==> config.mk <==
export PLATFORM = sky130hd
export DESIGN_NAME = ram_arbiter_flat
export DESIGN_NICKNAME = d
export VERILOG_FILES = /design/src/rtl/ram_arb_pkg.sv /design/src/rtl/ram_arbiter_if.sv /design/src/rtl/ram_arb_grant.sv /design/src/rtl/ram_arbiter.sv /design/src/flat_wrapper.sv
export SDC_FILE = /design/constraint.sdc
export NUM_CORES = 1
export LEC_CHECK = 0
export BUFFER_PORTS_ARGS = -buffer_cell sky130_fd_sc_hd__buf_2
export CORE_AREA = 2 2 233 235
export CTS_BUF_LIST = sky130_fd_sc_hd__clkbuf_4 sky130_fd_sc_hd__clkbuf_8
export DETAILED_ROUTE_END_ITERATION = 16
export DIE_AREA = 0 0 235 237
export SYNTH_ARGS = -nofsm -noshare
export SYNTH_HDL_FRONTEND = slang
export SYNTH_SLANG_ARGS = --single-unit
==> constraint.sdc <==
create_clock -name CLK -period 2.94 [get_ports CLK]
set_clock_uncertainty 0.15 [all_clocks]
set_input_delay 0.294 -clock CLK [delete_from_list [all_inputs] [get_ports CLK]]
set_output_delay 0.294 -clock CLK [all_outputs]
set_load 0.05 [all_outputs]
==> src/rtl/ram_arb_pkg.sv <==
// ram_arb_pkg: shared types and constants for the RAM arbiter.
//   state_t  : FSM encoding (IDLE -> ACCESS -> RESP -> IDLE)
//   REQ_CORE : requester 0 (core load/store path)
//   REQ_DMA  : requester 1 (debug/DMA loader)
package ram_arb_pkg;

   typedef enum logic [1:0] {
      ST_IDLE   = 2'd0,
      ST_ACCESS = 2'd1,
      ST_RESP   = 2'd2
   } state_t;

   localparam logic REQ_CORE = 1'b0;
   localparam logic REQ_DMA  = 1'b1;

endpackage

==> src/rtl/ram_arbiter_if.sv <==
// ram_arbiter_if: requester handshakes, responses and RAM port of the arbiter.
//   slave  modport : arbiter view (requests / mem_read_data in; ready, responses,
//                    RAM strobes and BUSY out)
//   master modport : environment view (requesters + RAM), the mirror image
interface ram_arbiter_if #(
   parameter int DATA_W = 64,
   parameter int ADDR_W = 64
);
   // requester 0
   logic              REQ0_VALID;
   logic              REQ0_READY;
   logic              REQ0_WRITE;
   logic [ADDR_W-1:0] req0_address;
   logic [DATA_W-1:0] req0_write_data;
   logic              RSP0_VALID;
   logic              RSP0_ERR;
   logic [DATA_W-1:0] rsp0_read_data;
   // requester 1
   logic              REQ1_VALID;
   logic              REQ1_READY;
   logic              REQ1_WRITE;
   logic [ADDR_W-1:0] req1_address;
   logic [DATA_W-1:0] req1_write_data;
   logic              RSP1_VALID;
   logic              RSP1_ERR;
   logic [DATA_W-1:0] rsp1_read_data;
   // RAM port
   logic              MEM_READ;
   logic              MEM_WRITE;
   logic [ADDR_W-1:0] mem_address;
   logic [DATA_W-1:0] mem_write_data;
   logic [DATA_W-1:0] mem_read_data;
   logic              BUSY;

   modport slave (
      input  REQ0_VALID, REQ0_WRITE, req0_address, req0_write_data,
      output REQ0_READY, RSP0_VALID, RSP0_ERR, rsp0_read_data,
      input  REQ1_VALID, REQ1_WRITE, req1_address, req1_write_data,
      output REQ1_READY, RSP1_VALID, RSP1_ERR, rsp1_read_data,
      output MEM_READ, MEM_WRITE, mem_address, mem_write_data, BUSY,
      input  mem_read_data
   );

   modport master (
      output REQ0_VALID, REQ0_WRITE, req0_address, req0_write_data,
      input  REQ0_READY, RSP0_VALID, RSP0_ERR, rsp0_read_data,
      output REQ1_VALID, REQ1_WRITE, req1_address, req1_write_data,
      input  REQ1_READY, RSP1_VALID, RSP1_ERR, rsp1_read_data,
      input  MEM_READ, MEM_WRITE, mem_address, mem_write_data, BUSY,
      output mem_read_data
   );
endinterface

==> src/rtl/ram_arb_grant.sv <==
// ram_arb_grant: combinational two-requester grant.
//   req_valid[1:0] : request valids ({req1, req0})
//   ptr            : preferred requester on a tie (round-robin build only)
//   grant[1:0]     : one-hot winner, zero when nobody requests
// Build option RAM_ARB_RR_EN: defined = round-robin tie break on ptr,
// undefined = fixed priority with requester 0 winning ties.
module ram_arb_grant (
   input  logic [1:0] req_valid,
   input  logic       ptr,
   output logic [1:0] grant
);
`ifdef RAM_ARB_RR_EN
   always_comb begin
      grant = req_valid;
      if (req_valid == 2'b11) grant = ptr ? 2'b10 : 2'b01;
   end
`else
   // pointer has no meaning in fixed priority
   logic unused_ptr;
   assign unused_ptr = ptr;

   always_comb begin
      grant = 2'b00;
      if (req_valid[0])      grant = 2'b01;
      else if (req_valid[1]) grant = 2'b10;
   end
`endif
endmodule

==> src/rtl/ram_arbiter.sv <==
// ram_arbiter: shares a single-port data RAM between requester 0 (core) and
// requester 1 (debug/DMA). One transaction at a time:
//   handshake (IDLE, cycle N) -> RAM strobe (ACCESS, N+1) -> response (RESP, N+2)
// Ports:
//   CLK   : clock, rising edge
//   RESET : synchronous, active high
//   bus   : ram_arbiter_if.slave (request/response handshakes, RAM port, BUSY)
// Build option RAM_ARB_RR_EN: round-robin tie break (adds a 1-bit pointer);
// otherwise fixed priority, requester 0 first.
module ram_arbiter
   import ram_arb_pkg::*;
#(
   parameter int DATA_W = 64,
   parameter int ADDR_W = 64,
   parameter int DEPTH  = 128
) (
   input  logic          CLK,
   input  logic          RESET,
   ram_arbiter_if.slave  bus
);

   state_t            state, state_nx;
   logic [1:0]        req_valid, grant, ready;
   logic              ptr, hs, win_id;
   logic              lat_id, lat_wr;
   logic [ADDR_W-1:0] lat_addr;
   logic [DATA_W-1:0] lat_wdata, rsp_data;
   logic              rsp_err, in_range, rsp_fire;

   assign req_valid = {bus.REQ1_VALID, bus.REQ0_VALID};
   assign win_id    = grant[1];

   ram_arb_grant u_grant (
      .req_valid (req_valid),
      .ptr       (ptr),
      .grant     (grant)
   );

`ifdef RAM_ARB_RR_EN
   // after every handshake the other requester becomes preferred
   always_ff @(posedge CLK) begin
      if (RESET)   ptr <= REQ_CORE;
      else if (hs) ptr <= ~win_id;
   end
`else
   assign ptr = REQ_CORE;
`endif

   // ---------------- FSM ----------------
   always_ff @(posedge CLK) begin
      if (RESET) state <= ST_IDLE;
      else       state <= state_nx;
   end

   always_comb begin
      state_nx = state;
      ready    = 2'b00;
      hs       = 1'b0;
      case (state)
         ST_IDLE: begin
            // grant is only non-zero under a VALID, so any grant is a handshake
            ready = grant;
            if (|grant) begin
               hs       = 1'b1;
               state_nx = ST_ACCESS;
            end
         end
         ST_ACCESS: state_nx = ST_RESP;
         ST_RESP:   state_nx = ST_IDLE;
         default:   state_nx = ST_IDLE;
      endcase
   end

   // ---------------- datapath ----------------
   // full-width compare: high address bits never alias back into the RAM
   assign in_range = (lat_addr < ADDR_W'(DEPTH));

   always_ff @(posedge CLK) begin
      if (RESET) begin
         lat_id    <= REQ_CORE;
         lat_wr    <= 1'b0;
         lat_addr  <= '0;
         lat_wdata <= '0;
         rsp_data  <= '0;
         rsp_err   <= 1'b0;
      end else begin
         if (hs) begin
            lat_id    <= win_id;
            lat_wr    <= win_id ? bus.REQ1_WRITE      : bus.REQ0_WRITE;
            lat_addr  <= win_id ? bus.req1_address    : bus.req0_address;
            lat_wdata <= win_id ? bus.req1_write_data : bus.req0_write_data;
         end
         if (state == ST_ACCESS) begin
            rsp_err  <= ~in_range;
            rsp_data <= (in_range && !lat_wr) ? bus.mem_read_data : '0;
         end
      end
   end

   assign bus.REQ0_READY     = ready[0];
   assign bus.REQ1_READY     = ready[1];

   assign bus.MEM_READ       = (state == ST_ACCESS) && in_range && !lat_wr;
   assign bus.MEM_WRITE      = (state == ST_ACCESS) && in_range &&  lat_wr;
   assign bus.mem_address    = lat_addr;
   assign bus.mem_write_data = lat_wdata;

   // response always goes to the latched winner, whatever it does with VALID
   assign rsp_fire           = (state == ST_RESP);
   assign bus.RSP0_VALID     = rsp_fire && (lat_id == REQ_CORE);
   assign bus.RSP1_VALID     = rsp_fire && (lat_id == REQ_DMA);
   assign bus.RSP0_ERR       = bus.RSP0_VALID && rsp_err;
   assign bus.RSP1_ERR       = bus.RSP1_VALID && rsp_err;
   assign bus.rsp0_read_data = bus.RSP0_VALID ? rsp_data : '0;
   assign bus.rsp1_read_data = bus.RSP1_VALID ? rsp_data : '0;

   assign bus.BUSY           = (state != ST_IDLE);

endmodule

==> src/flat_wrapper.sv <==
// flat-port wrapper written by rule: the top's interface ports become plain ports
module ram_arbiter_flat import ram_arb_pkg::*;
#(
   parameter int DATA_W = 64,
   parameter int ADDR_W = 64,
   parameter int DEPTH  = 128
)
  (CLK, RESET, bus_REQ0_VALID, bus_REQ0_WRITE, bus_req0_address, bus_req0_write_data, bus_REQ0_READY, bus_RSP0_VALID, bus_RSP0_ERR, bus_rsp0_read_data, bus_REQ1_VALID, bus_REQ1_WRITE, bus_req1_address, bus_req1_write_data, bus_REQ1_READY, bus_RSP1_VALID, bus_RSP1_ERR, bus_rsp1_read_data, bus_MEM_READ, bus_MEM_WRITE, bus_mem_address, bus_mem_write_data, bus_BUSY, bus_mem_read_data);
  ram_arbiter_if #(.DATA_W(DATA_W), .ADDR_W(ADDR_W)) bus_i ();
  input  logic CLK;
  input  logic RESET;
  input wire logic [$bits(bus_i.REQ0_VALID)-1:0] bus_REQ0_VALID;
  input wire logic [$bits(bus_i.REQ0_WRITE)-1:0] bus_REQ0_WRITE;
  input wire logic [$bits(bus_i.req0_address)-1:0] bus_req0_address;
  input wire logic [$bits(bus_i.req0_write_data)-1:0] bus_req0_write_data;
  output wire logic [$bits(bus_i.REQ0_READY)-1:0] bus_REQ0_READY;
  output wire logic [$bits(bus_i.RSP0_VALID)-1:0] bus_RSP0_VALID;
  output wire logic [$bits(bus_i.RSP0_ERR)-1:0] bus_RSP0_ERR;
  output wire logic [$bits(bus_i.rsp0_read_data)-1:0] bus_rsp0_read_data;
  input wire logic [$bits(bus_i.REQ1_VALID)-1:0] bus_REQ1_VALID;
  input wire logic [$bits(bus_i.REQ1_WRITE)-1:0] bus_REQ1_WRITE;
  input wire logic [$bits(bus_i.req1_address)-1:0] bus_req1_address;
  input wire logic [$bits(bus_i.req1_write_data)-1:0] bus_req1_write_data;
  output wire logic [$bits(bus_i.REQ1_READY)-1:0] bus_REQ1_READY;
  output wire logic [$bits(bus_i.RSP1_VALID)-1:0] bus_RSP1_VALID;
  output wire logic [$bits(bus_i.RSP1_ERR)-1:0] bus_RSP1_ERR;
  output wire logic [$bits(bus_i.rsp1_read_data)-1:0] bus_rsp1_read_data;
  output wire logic [$bits(bus_i.MEM_READ)-1:0] bus_MEM_READ;
  output wire logic [$bits(bus_i.MEM_WRITE)-1:0] bus_MEM_WRITE;
  output wire logic [$bits(bus_i.mem_address)-1:0] bus_mem_address;
  output wire logic [$bits(bus_i.mem_write_data)-1:0] bus_mem_write_data;
  output wire logic [$bits(bus_i.BUSY)-1:0] bus_BUSY;
  input wire logic [$bits(bus_i.mem_read_data)-1:0] bus_mem_read_data;
  assign bus_i.REQ0_VALID = bus_REQ0_VALID;
  assign bus_i.REQ0_WRITE = bus_REQ0_WRITE;
  assign bus_i.req0_address = bus_req0_address;
  assign bus_i.req0_write_data = bus_req0_write_data;
  assign bus_REQ0_READY = bus_i.REQ0_READY;
  assign bus_RSP0_VALID = bus_i.RSP0_VALID;
  assign bus_RSP0_ERR = bus_i.RSP0_ERR;
  assign bus_rsp0_read_data = bus_i.rsp0_read_data;
  assign bus_i.REQ1_VALID = bus_REQ1_VALID;
  assign bus_i.REQ1_WRITE = bus_REQ1_WRITE;
  assign bus_i.req1_address = bus_req1_address;
  assign bus_i.req1_write_data = bus_req1_write_data;
  assign bus_REQ1_READY = bus_i.REQ1_READY;
  assign bus_RSP1_VALID = bus_i.RSP1_VALID;
  assign bus_RSP1_ERR = bus_i.RSP1_ERR;
  assign bus_rsp1_read_data = bus_i.rsp1_read_data;
  assign bus_MEM_READ = bus_i.MEM_READ;
  assign bus_MEM_WRITE = bus_i.MEM_WRITE;
  assign bus_mem_address = bus_i.mem_address;
  assign bus_mem_write_data = bus_i.mem_write_data;
  assign bus_BUSY = bus_i.BUSY;
  assign bus_i.mem_read_data = bus_mem_read_data;
  ram_arbiter #(.DATA_W(DATA_W), .ADDR_W(ADDR_W), .DEPTH(DEPTH)) u_core (.CLK(CLK), .RESET(RESET), .bus(bus_i));
endmodule
==> qor.txt <==
Largest net degree at the start of global routing: 133
Fraction of layout cells with a size suffix above 1: 0.3648
DIE HEIGHT: 237 um
Placed Instances: 2259
Share of the yosys chip area belonging to registers: 0.4270
Final wirelength: 43460 um
FF+latch area: 0.003955 sq mm
Vias/cell: 4.211
CTS tree: yes
Syn_area_per_cell: 8.863 sq um
Syn_nets: 1368
Hold endpoint: u_core.bus.mem_write_data[4]
R2r worst-path depth: 5
TritonCTS Buffers: 17
Non-Filler Instances: 2625
# rows: 85
HP Class: in -> reg
Final instance area: 0.01676 sq mm
DRC Markers: 0
Switching Share: 0.3779
Total Power: 7.436 mW
Rel. slew slack: 0.4062
Crit-path max FO: 5
Core ar.: 0.05328 sq mm
VDD IR max: 300.9 uV
Crit path kind: reg -> out
Worst reg2reg endpoint: u_core.rsp_data[38]
DR iter-0 viols: 425
Max Clock Freq: 351.4 MHz
Setup ws final: 0.09411 ns
GRT overflow: 0
Post-DP HPWL: 30570 um
Multi-input logic area: 0.004758 sq mm
Antenna viol nets, final: 0
Initial core utilization: 0.1733
Most common cell after layout, fill and taps aside: buf_2
Vias in the first global route: 11570
Worst Path Required: 2.50 ns
Sequential Power Share: 0.407
Root Buffer: clkbuf_8
Port Buffers: 590
DIE AREA: 0.05570 sq mm
Worst-skew pair later-pin latency: 0.56 ns
Final GP Congestion: 0.8454
Yosys warning total: 0
Synthesized area: 0.009235 sq mm
RSZ-0062 raised after global routing: true
Hold_sp: bus_req1_write_data[4]
I/O pin cnt: 591
Worst-margin pin slew: 0.8907 ns
# Max-Cap Violations: 0
Status: finished, final reports clean
Placed Area: 0.01301 sq mm
Clock Sinks: 197
Combinational share of power: 0.333
Initial DRT Pass Iterations: 4
Htree depth: 4
Synth Register Bits: 197
Setup crit end kind: output pin
Reg2Reg Setup Slack: 0.59 ns
Min Tclk post-route: 2.846 ns
Max-slew violation count: 0
Commonest non-fill, non-tap cells in the layout: buf_2 (587), dlygate4sd3_1 (318), dfxtp_1 (190)
Cells after Synth: 1042
Initial antenna violation count: 12
Int Pwr: 4.626 mW
Die width: 235 um
Fin crit share: 0.9680
Final hold vios: 0
Routed len/inst: 16.56 um
Yosys cell types: 25
# fillers: 5383
First-pass GRT wire length: 65450 um
Max clock buf depth: 2
P per Cell Area: 443.5 mW/mm^2
Hold Path Depth: 3
Critical Path AT: 2.40 ns
Crit path from: u_core.bus.mem_address[33]
Leak Pwr: 7.938 nW
Syn-to-layout area delta: 81.53%
Post-place setup slack: 0.3605 ns
Net Sw Power: 2.810 mW
Nets: 2229
Total track usage: 0.1521
Worst setup SP type: flip-flop
Via Count: 11050
Clock power share: 0.260
Reg2reg start: u_core.bus.mem_address[33]
CTS clk-pin slew, worst paths: 0.11 ns
# setup viols final: 0
-- critical path, cell delays in order, from the launching register on --
cell	delay [ns]
dfxtp_1	0.34
nor4_1	0.29
nand4_1	0.20
or4_4	0.71
nor2_4	0.14
buf_8	0.15
-- flip-flops by register name (all words and copies together) (netlist names) --
signal and count:
u_core.rsp_err 1, u_core.bus.mem_address 64, u_core.bus.mem_write_data 64, u_core.lat_wr 1
u_core.state 2, u_core.rsp_data 64, u_core.lat_id 1
-- through the flow --
step,hold WS (ns),utilization,TNS [ns]
floorplan,0.2806,-,0
global placement,0.2928,0.2441,0
detailed placement,0.3046,0.2441,0
CTS,0.004682,0.3134,-0.1247
global route,0.007961,0.3145,-0.1896
finish,0.07252,0.3146,0
-- routing by layer --
layer / GRT usage / part of all wire
met2: 0.2603 / 0.49
met4: 0.09455 / 0.052
met1: 0.1620 / 0.38
met5: 0 / 0
met3: 0.04990 / 0.076
-- Yosys cell counts --
cell type  instances  area share
a211oi_1         129        0.10
nand4_1            3      0.0020
inv_1             67       0.027
mux2i_1          129        0.14
buf_1             11      0.0045
buf_6              4      0.0049
and3b_1            1     0.00095
o31ai_2           27       0.037
or4_1              1     0.00081
a21oi_1            1     0.00054
or2_2              1     0.00068
nand3_1            1     0.00054
nor2_1           136       0.055
dfxtp_1          197        0.43
buf_2              7      0.0038
and2_1           132       0.089
o21a_1             1     0.00081
nor4_1            13      0.0088
o31ai_1           37       0.030
nor4b_2            1      0.0016
clkbuf_1          72       0.029
nand2_1           65       0.026
nor3b_1            1     0.00081
nor3_1             1     0.00054
nor2b_1            4      0.0027
-- area by class of cell --
cell class                      count  area share
Antenna cell                       13    0.001940
Clock buffer                       17     0.01396
Clock inverter                     15     0.01105
Inverter                           67     0.01500
Multi-Input combinational cell    684      0.2838
Sequential cell                   197      0.2359
Tap cell                          696     0.05194
Timing Repair Buffer              936      0.3864
-- power groups by stage --
stage | Combinational [mW] | Sequential (mW) | Clock (mW)
4_1_cts | 2.44 | 3.02 | 2.03
5_1_grt | 2.62 | 3.06 | 2.12
3_5_place_dp | 2.04 | 3.07 | 0
6_report | 2.48 | 3.03 | 1.93
2_1_floorplan | 0.631 | 3.76 | 0
3_3_place_gp | 2.03 | 3.05 | 0
-- how the worst max path moves through the flow --
stage,endpoint,cells after the start
after detailed placement,bus_MEM_WRITE,6
after floorplan,bus_MEM_READ,7
after global routing,bus_MEM_WRITE,5
after global placement,bus_MEM_READ,6
after CTS,bus_MEM_WRITE,6
final,bus_MEM_WRITE,5
-- logic make-up (layout without fill, tap and decap cells) --
group,count (synthesis),in the layout,share of synthesized area
buffers and inverters,161,1035,0.06964
DFF,197,197,0.4270
AOI/OAI and AO/OA,195,195,0.1729
other,0,13,0
muxes,129,129,0.1398
and+or+nand+nor,360,360,0.1906
-- timing repair --
item                                    4_1_cts  5_1_grt
cloned                                        0        0
pin swaps                                     7        5
gates resized for setup                      19        7
buffers inserted                              2        1
hold endpoints to repair                    193        0
endpoints found under the setup margin        2        3
hold buffers                                318        0
Note: power is estimated with default switching activity, not from simulation.
